`config.mk`:
```
export PLATFORM = sky130hd
export DESIGN_NAME = datapath_mc_flat
export DESIGN_NICKNAME = d
export VERILOG_FILES = /design/src/rtl/datapath_mc_if.sv /design/src/rtl/datapath_mc.sv /design/src/flat_wrapper.sv
export SDC_FILE = /design/constraint.sdc
export NUM_CORES = 1
export LEC_CHECK = 0
export CAP_MARGIN = 0
export CORE_MARGIN = 2
export CORE_UTILIZATION = 56
export CTS_CLUSTER_SIZE = 25
export DETAILED_ROUTE_END_ITERATION = 6
export GPL_ROUTABILITY_DRIVEN = 0
export PLACE_DENSITY = 0.75
export SLEW_MARGIN = 0
export SYNTH_ARGS = -nofsm -noshare
export SYNTH_HDL_FRONTEND = slang
export SYNTH_SLANG_ARGS = --single-unit
```
`constraint.sdc`:
```
create_clock -name clk_main -period 8 [get_ports clk_main]
set_input_delay 2 -clock clk_main [delete_from_list [all_inputs] [get_ports clk_main]]
set_output_delay 2 -clock clk_main [all_outputs]
set_load 0.01 [all_outputs]
```
`src/rtl/datapath_mc_if.sv`:
```
// Memory port bundle for datapath_mc: request/ack handshake plus address and data buses.
interface datapath_mc_if #(
  parameter int NBIT = 16
);
  logic            mem_req;
  logic            mem_we;
  logic            mem_ack;
  logic [NBIT-1:0] mem_rdata;
  logic [NBIT-1:0] BusA;
  logic [NBIT-1:0] DataOut;

  modport master (
    output mem_req, mem_we, BusA, DataOut,
    input  mem_rdata, mem_ack
  );

  modport slave (
    input  mem_req, mem_we, BusA, DataOut,
    output mem_rdata, mem_ack
  );
endinterface

```
`src/rtl/datapath_mc.sv`:
```
// Multi-cycle datapath: register file, Mano-style function unit with registered flags,
// and a req/ack memory port with a wait-state timeout. One microoperation per start pulse.
module datapath_mc #(
  parameter int NBIT    = 16,
  parameter int RAW     = 4,
  parameter int TIMEOUT = 15
) (
  input  logic            clk_main,
  input  logic            reset,
  input  logic            start,
  input  logic [RAW-1:0]  DA,
  input  logic [RAW-1:0]  AA,
  input  logic [RAW-1:0]  BA,
  input  logic [3:0]      FS,
  input  logic            MB,
  input  logic            MD,
  input  logic            MW,
  input  logic            RW,
  input  logic [NBIT-1:0] const_in,
  datapath_mc_if.master   mem,
  output logic            V,
  output logic            C,
  output logic            N,
  output logic            Z,
  output logic            busy,
  output logic            done,
  output logic            err
);

  localparam int CNT_W = $clog2(TIMEOUT + 1);

  typedef enum logic [1:0] {IDLE, EXEC, MEM_WAIT} state_t;

  state_t state, state_nxt;

  logic [NBIT-1:0]  rf [2**RAW];
  logic [RAW-1:0]   da_p0, aa_p0, ba_p0;
  logic [3:0]       fs_p0;
  logic             mb_p0, md_p0, mw_p0, rw_p0;
  logic [NBIT-1:0]  k_p0;
  logic [CNT_W-1:0] wait_cnt;
  logic [NBIT-1:0]  a_op, b_op, alu_f;
  logic             alu_v, alu_c, is_mem, wait_expired;

  // Returns {V, C, F}; arithmetic codes add A, a selected B-term and a carry-in.
  function automatic logic [NBIT+1:0] fu(input logic [3:0] fs,
                                         input logic [NBIT-1:0] a,
                                         input logic [NBIT-1:0] b);
    logic [NBIT-1:0]        y;
    logic                   cin;
    logic signed [NBIT:0]   ssum;
    logic [NBIT:0]          usum;
    logic [NBIT-1:0]        f;
    logic                   v, c;
    y    = '0;
    cin  = 1'b0;
    f    = '0;
    v    = 1'b0;
    c    = 1'b0;
    if (!fs[3]) begin
      if (fs[2:0] != 3'b111) begin
        unique case (fs[2:1])
          2'b00:   y = '0;
          2'b01:   y = b;
          2'b10:   y = ~b;
          default: y = '1;
        endcase
        cin = fs[0];
      end
      usum = {1'b0, a} + {1'b0, y} + {{NBIT{1'b0}}, cin};
      ssum = $signed({a[NBIT-1], a}) + $signed({y[NBIT-1], y}) + $signed({{NBIT{1'b0}}, cin});
      f    = usum[NBIT-1:0];
      c    = usum[NBIT];
      v    = ssum[NBIT] ^ ssum[NBIT-1];
    end else begin
      unique case (fs[2:0])
        3'b000:  f = a & b;
        3'b001:  f = a | b;
        3'b010:  f = a ^ b;
        3'b011:  f = ~a;
        3'b101:  f = b >> 1;
        3'b110:  f = b << 1;
        default: f = b;
      endcase
    end
    return {v, c, f};
  endfunction

  always_comb begin
    a_op         = rf[aa_p0];
    b_op         = mb_p0 ? k_p0 : rf[ba_p0];
    is_mem       = mw_p0 | md_p0;
    wait_expired = (wait_cnt == CNT_W'(TIMEOUT - 1));
    {alu_v, alu_c, alu_f} = fu(fs_p0, a_op, b_op);
  end

  always_ff @(posedge clk_main) begin
    if (reset) state <= IDLE;
    else       state <= state_nxt;
  end

  always_comb begin
    state_nxt = state;
    busy      = 1'b0;
    unique case (state)
      IDLE:     if (start) state_nxt = EXEC;
      EXEC: begin
        busy      = 1'b1;
        state_nxt = is_mem ? MEM_WAIT : IDLE;
      end
      MEM_WAIT: begin
        busy = 1'b1;
        if (mem.mem_ack || wait_expired) state_nxt = IDLE;
      end
      default:  state_nxt = IDLE;
    endcase
  end

  always_ff @(posedge clk_main) begin
    if (reset) begin
      for (int i = 0; i < 2**RAW; i++) rf[i] <= '0;
      {da_p0, aa_p0, ba_p0} <= '0;
      fs_p0       <= '0;
      {mb_p0, md_p0, mw_p0, rw_p0} <= '0;
      k_p0        <= '0;
      wait_cnt    <= '0;
      mem.mem_req <= 1'b0;
      mem.mem_we  <= 1'b0;
      mem.BusA    <= '0;
      mem.DataOut <= '0;
      {V, C, N, Z} <= '0;
      done        <= 1'b0;
      err         <= 1'b0;
    end else begin
      done <= 1'b0;
      unique case (state)
        // Operand capture
        IDLE: if (start) begin
          da_p0 <= DA;
          aa_p0 <= AA;
          ba_p0 <= BA;
          fs_p0 <= FS;
          mb_p0 <= MB;
          md_p0 <= MD;
          mw_p0 <= MW;
          rw_p0 <= RW;
          k_p0  <= const_in;
          err   <= 1'b0;
        end
        // Execute: flags and buses update for every op, memory ops included
        EXEC: begin
          mem.BusA    <= a_op;
          mem.DataOut <= b_op;
          V           <= alu_v;
          C           <= alu_c;
          N           <= alu_f[NBIT-1];
          Z           <= (alu_f == '0);
          wait_cnt    <= '0;
          if (is_mem) begin
            mem.mem_req <= 1'b1;
            mem.mem_we  <= mw_p0;
          end else begin
            done <= 1'b1;
            if (rw_p0) rf[da_p0] <= alu_f;
          end
        end
        // Memory wait: ack wins over a simultaneous timeout
        MEM_WAIT: begin
          if (mem.mem_ack) begin
            mem.mem_req <= 1'b0;
            mem.mem_we  <= 1'b0;
            done        <= 1'b1;
            if (md_p0 && rw_p0 && !mw_p0) rf[da_p0] <= mem.mem_rdata;
          end else if (wait_expired) begin
            mem.mem_req <= 1'b0;
            mem.mem_we  <= 1'b0;
            done        <= 1'b1;
            err         <= 1'b1;
          end else begin
            wait_cnt <= wait_cnt + CNT_W'(1);
          end
        end
        default: ;
      endcase
    end
  end

endmodule

```
`src/flat_wrapper.sv`:
```
// flat-port wrapper written by rule: the top's interface ports become plain ports
module datapath_mc_flat 
#(
  parameter int NBIT    = 16,
  parameter int RAW     = 4,
  parameter int TIMEOUT = 15
)
  (clk_main, reset, start, DA, AA, BA, FS, MB, MD, MW, RW, const_in, V, C, N, Z, busy, done, err, mem_mem_req, mem_mem_we, mem_BusA, mem_DataOut, mem_mem_rdata, mem_mem_ack);
  datapath_mc_if #(.NBIT(NBIT)) mem_i ();
  input  logic clk_main;
  input  logic reset;
  input  logic start;
  input  logic [RAW-1:0] DA;
  input  logic [RAW-1:0] AA;
  input  logic [RAW-1:0] BA;
  input  logic [3:0] FS;
  input  logic MB;
  input  logic MD;
  input  logic MW;
  input  logic RW;
  input  logic [NBIT-1:0] const_in;
  output logic V;
  output logic C;
  output logic N;
  output logic Z;
  output logic busy;
  output logic done;
  output logic err;
  output wire logic [$bits(mem_i.mem_req)-1:0] mem_mem_req;
  output wire logic [$bits(mem_i.mem_we)-1:0] mem_mem_we;
  output wire logic [$bits(mem_i.BusA)-1:0] mem_BusA;
  output wire logic [$bits(mem_i.DataOut)-1:0] mem_DataOut;
  input wire logic [$bits(mem_i.mem_rdata)-1:0] mem_mem_rdata;
  input wire logic [$bits(mem_i.mem_ack)-1:0] mem_mem_ack;
  assign mem_mem_req = mem_i.mem_req;
  assign mem_mem_we = mem_i.mem_we;
  assign mem_BusA = mem_i.BusA;
  assign mem_DataOut = mem_i.DataOut;
  assign mem_i.mem_rdata = mem_mem_rdata;
  assign mem_i.mem_ack = mem_mem_ack;
  datapath_mc #(.NBIT(NBIT), .RAW(RAW), .TIMEOUT(TIMEOUT)) u_core (.clk_main(clk_main), .reset(reset), .start(start), .DA(DA), .AA(AA), .BA(BA), .FS(FS), .MB(MB), .MD(MD), .MW(MW), .RW(RW), .const_in(const_in), .mem(mem_i), .V(V), .C(C), .N(N), .Z(Z), .busy(busy), .done(done), .err(err));
endmodule
```
==> qor.yml <==
status: "finished, final reports clean"
dominantRegCellSynth: "edfxtp_1"
area_growth_syn_to_layout_pct: 13.4
drc: 0
p_leak_nw: 8.02
placed_cell_area_um2: 21100
drive_gt1_frac: 0.157
fp.dieH_um: 192
coreArea_um2: 34600
setup_viol: 0
power_density_nw_per_um2: 233
fin_setup_tns_ps: 0
fin_crit_sh: 0.762
cts_hold_buf: 0
track_usage: 0.363
syn_area_per_cell_um2: 11.0
boundaryPins: 97
fin_util: 0.646
synth_seq_area_share: 0.481
syn_nets: 1899
routed_via_density: 6.93
hold_depth: 2
yosysWarningCount: 0
cts_setup_buffers: 0
drt-total-wl_um: 65500
setup_slack_ps: 1900
grt.overflow.total: 0
drt-initial-drc-count: 2341
peakVddDrop_uv: 210
slew_viol_final: 0
cts_sinks: 346
yosysTopAreaCell: "edfxtp_1"
syn_area_um2: 19700
syn_inst: 1789
critPathCaptureType: "flip-flop"
portBuffers: 96
min_period_ps: 6100
num_vias: 16100
critical_path_class: "flip-flop to flip-flop"
tightest_slew_ps: 1360
cts_max_level: 2
netlist_top_cells_area: "edfxtp_1, mux4_2, dfxtp_1"
max_cap_violations: 0
finalNetCount: 1960
path_max_fanout: 30
finClkSkew_ps: 28.9
final_common_cell: "nor2_1"
tritoncts: "done"
drt_first_pass_iters: 6
slew_headroom: 0.0902
clockBufferDepth: 3
placementRows: 68
insertion_delay_ps: 540
grt_pass1_wl_um: 97100
required_ps: 8230
async_reset_ff_frac: 0
dp_hpwl_um: 42700
initial_core_util: 0.570
synth_edf_count: 256
wl_per_cell_um: 28.1
design_area_um2: 22400
ys_types: 80
final_cell_mix: "nor2_1, edfxtp_1, nand2_1"
grt_max_degree: 58
cts_resized: 0
clk_pin_slew_worst_paths_ps: 60
ys_seq_elements: 346
numCtsBuffers: 38
grt_pass1_vias: 15900
hold_violations: 0
antenna_found_initial: 1
min_path_type: "flip-flop to flip-flop"
preCtsSetupSlack_ps: 2070
max_freq_mhz: 164
dieArea_um2: 36800
arrival_ps: 6330
rsz0062_at_grt: "false"
ant_nets: 0
startpoint_type: "flip-flop"
cts_root_buf: "clkbuf_16"
die_x_um: 192
yosysTopAreaCellShare: 0.389
reg2reg_depth: 17
-- layer usage --
layer / global-route usage / vias up / routed length, um
met5: 0 / - / 0
met1: 0.439 / 7691 / 22300
met2: 0.574 / 1357 / 29500
met4: 0.250 / 0 / 5420
li1: - / 6740 / -
met3: 0.0908 / 361 / 8300
-- Yosys cell counts, types with 15 or more instances --
| library cell | n |
|---|---|
| ha_1 | 52 |
| a221oi_1 | 16 |
| o211ai_1 | 22 |
| o22ai_1 | 20 |
| buf_4 | 20 |
| nand2_1 | 149 |
| buf_2 | 22 |
| clkbuf_1 | 89 |
| o21ai_0 | 35 |
| nor2b_1 | 15 |
| nand3_1 | 21 |
| inv_1 | 47 |
| nand2b_1 | 36 |
| mux2_2 | 31 |
| dfxtp_1 | 90 |
| mux4_2 | 110 |
| mux2i_1 | 66 |
| a211oi_1 | 36 |
| a21oi_1 | 76 |
| nor3_1 | 36 |
| nor2_1 | 347 |
| edfxtp_1 | 256 |
-- layout make-up --
cell class	count	area, um^2
fillers	2602	12200
flip-flops and latches	346	9500
multi-input cells	1253	9400
repair buffers	163	1460
clock buffers	45	1030
well taps	455	569
clock inverters	20	238
inverters	48	180
diodes	1	2.50
-- flip-flops by register name (all words and copies together) (netlist names), named ones only --
register,flops
u_core.md_p0,1
u_core.mw_p0,1
u_core.mem.DataOut,16
u_core.k_p0,16
u_core.da_p0,4
u_core.aa_p0,4
u_core.rw_p0,1
u_core.state,2
u_core.N,1
u_core.rf,256
u_core.mb_p0,1
u_core.ba_p0,4
u_core.fs_p0,4
u_core.mem.mem_we,1
u_core.mem.mem_req,1
u_core.V,1
u_core.Z,1
u_core.wait_cnt,4
u_core.err,1
u_core.C,1
u_core.done,1
u_core.mem.BusA,16
-- critical path, stage by stage, from the launching register on --
cell      delay (ps)
dfxtp_2          820
buf_4            380
mux4_2           360
mux2i_1          150
mux2_2           190
o21a_1           240
a211oi_1         130
fa_1             460
fa_1             440
a21o_1           210
a211o_1          300
o21a_1           240
a31oi_1          230
xnor2_1          100
o221ai_1         270
nor2_1            80
a21oi_1         1020
nor2_1           140
-- metrics by stage --
stage | total power (W) | instances | hold WS [ps]
final | 0.00521 | 2331 | 458
after global placement | 0.00335 | 2264 | 437
after global routing | 0.00538 | 2330 | 476
after detailed placement | 0.00339 | 2264 | 450
after floorplan | 0.00297 | 1789 | 436
after CTS | 0.00517 | 2329 | 458
-- cell families after synthesis --
logic type	synth area share
buf+inv	0.0436
compound gates	0.105
fa+ha+maj	0.0350
mux	0.180
simple gates	0.148
xor+xnor	0.00754
flops	0.481
-- path summary, 6_finish.rpt --
check	startpoint	end	slack [ps]
setup reg to reg	flip-flop	u_core.rf[4][12]	1900
hold / removal	u_core.aa_p0[0]	flip-flop	460
hold reg to reg	u_core.aa_p0[0]	flip-flop	460
setup / recovery	flip-flop	u_core.rf[4][12]	1900
-- power by group --
| group | switching, W | internal (W) | total, W |
|---|---|---|---|
| Sequential | 0.0000815 | 0.00200 | 0.00208 |
| Combinational | 0.000844 | 0.000486 | 0.00133 |
| Clock | 0.000721 | 0.00108 | 0.00180 |
| Total | 0.00165 | 0.00357 | 0.00521 |
Power figures use the tool's default switching activity.
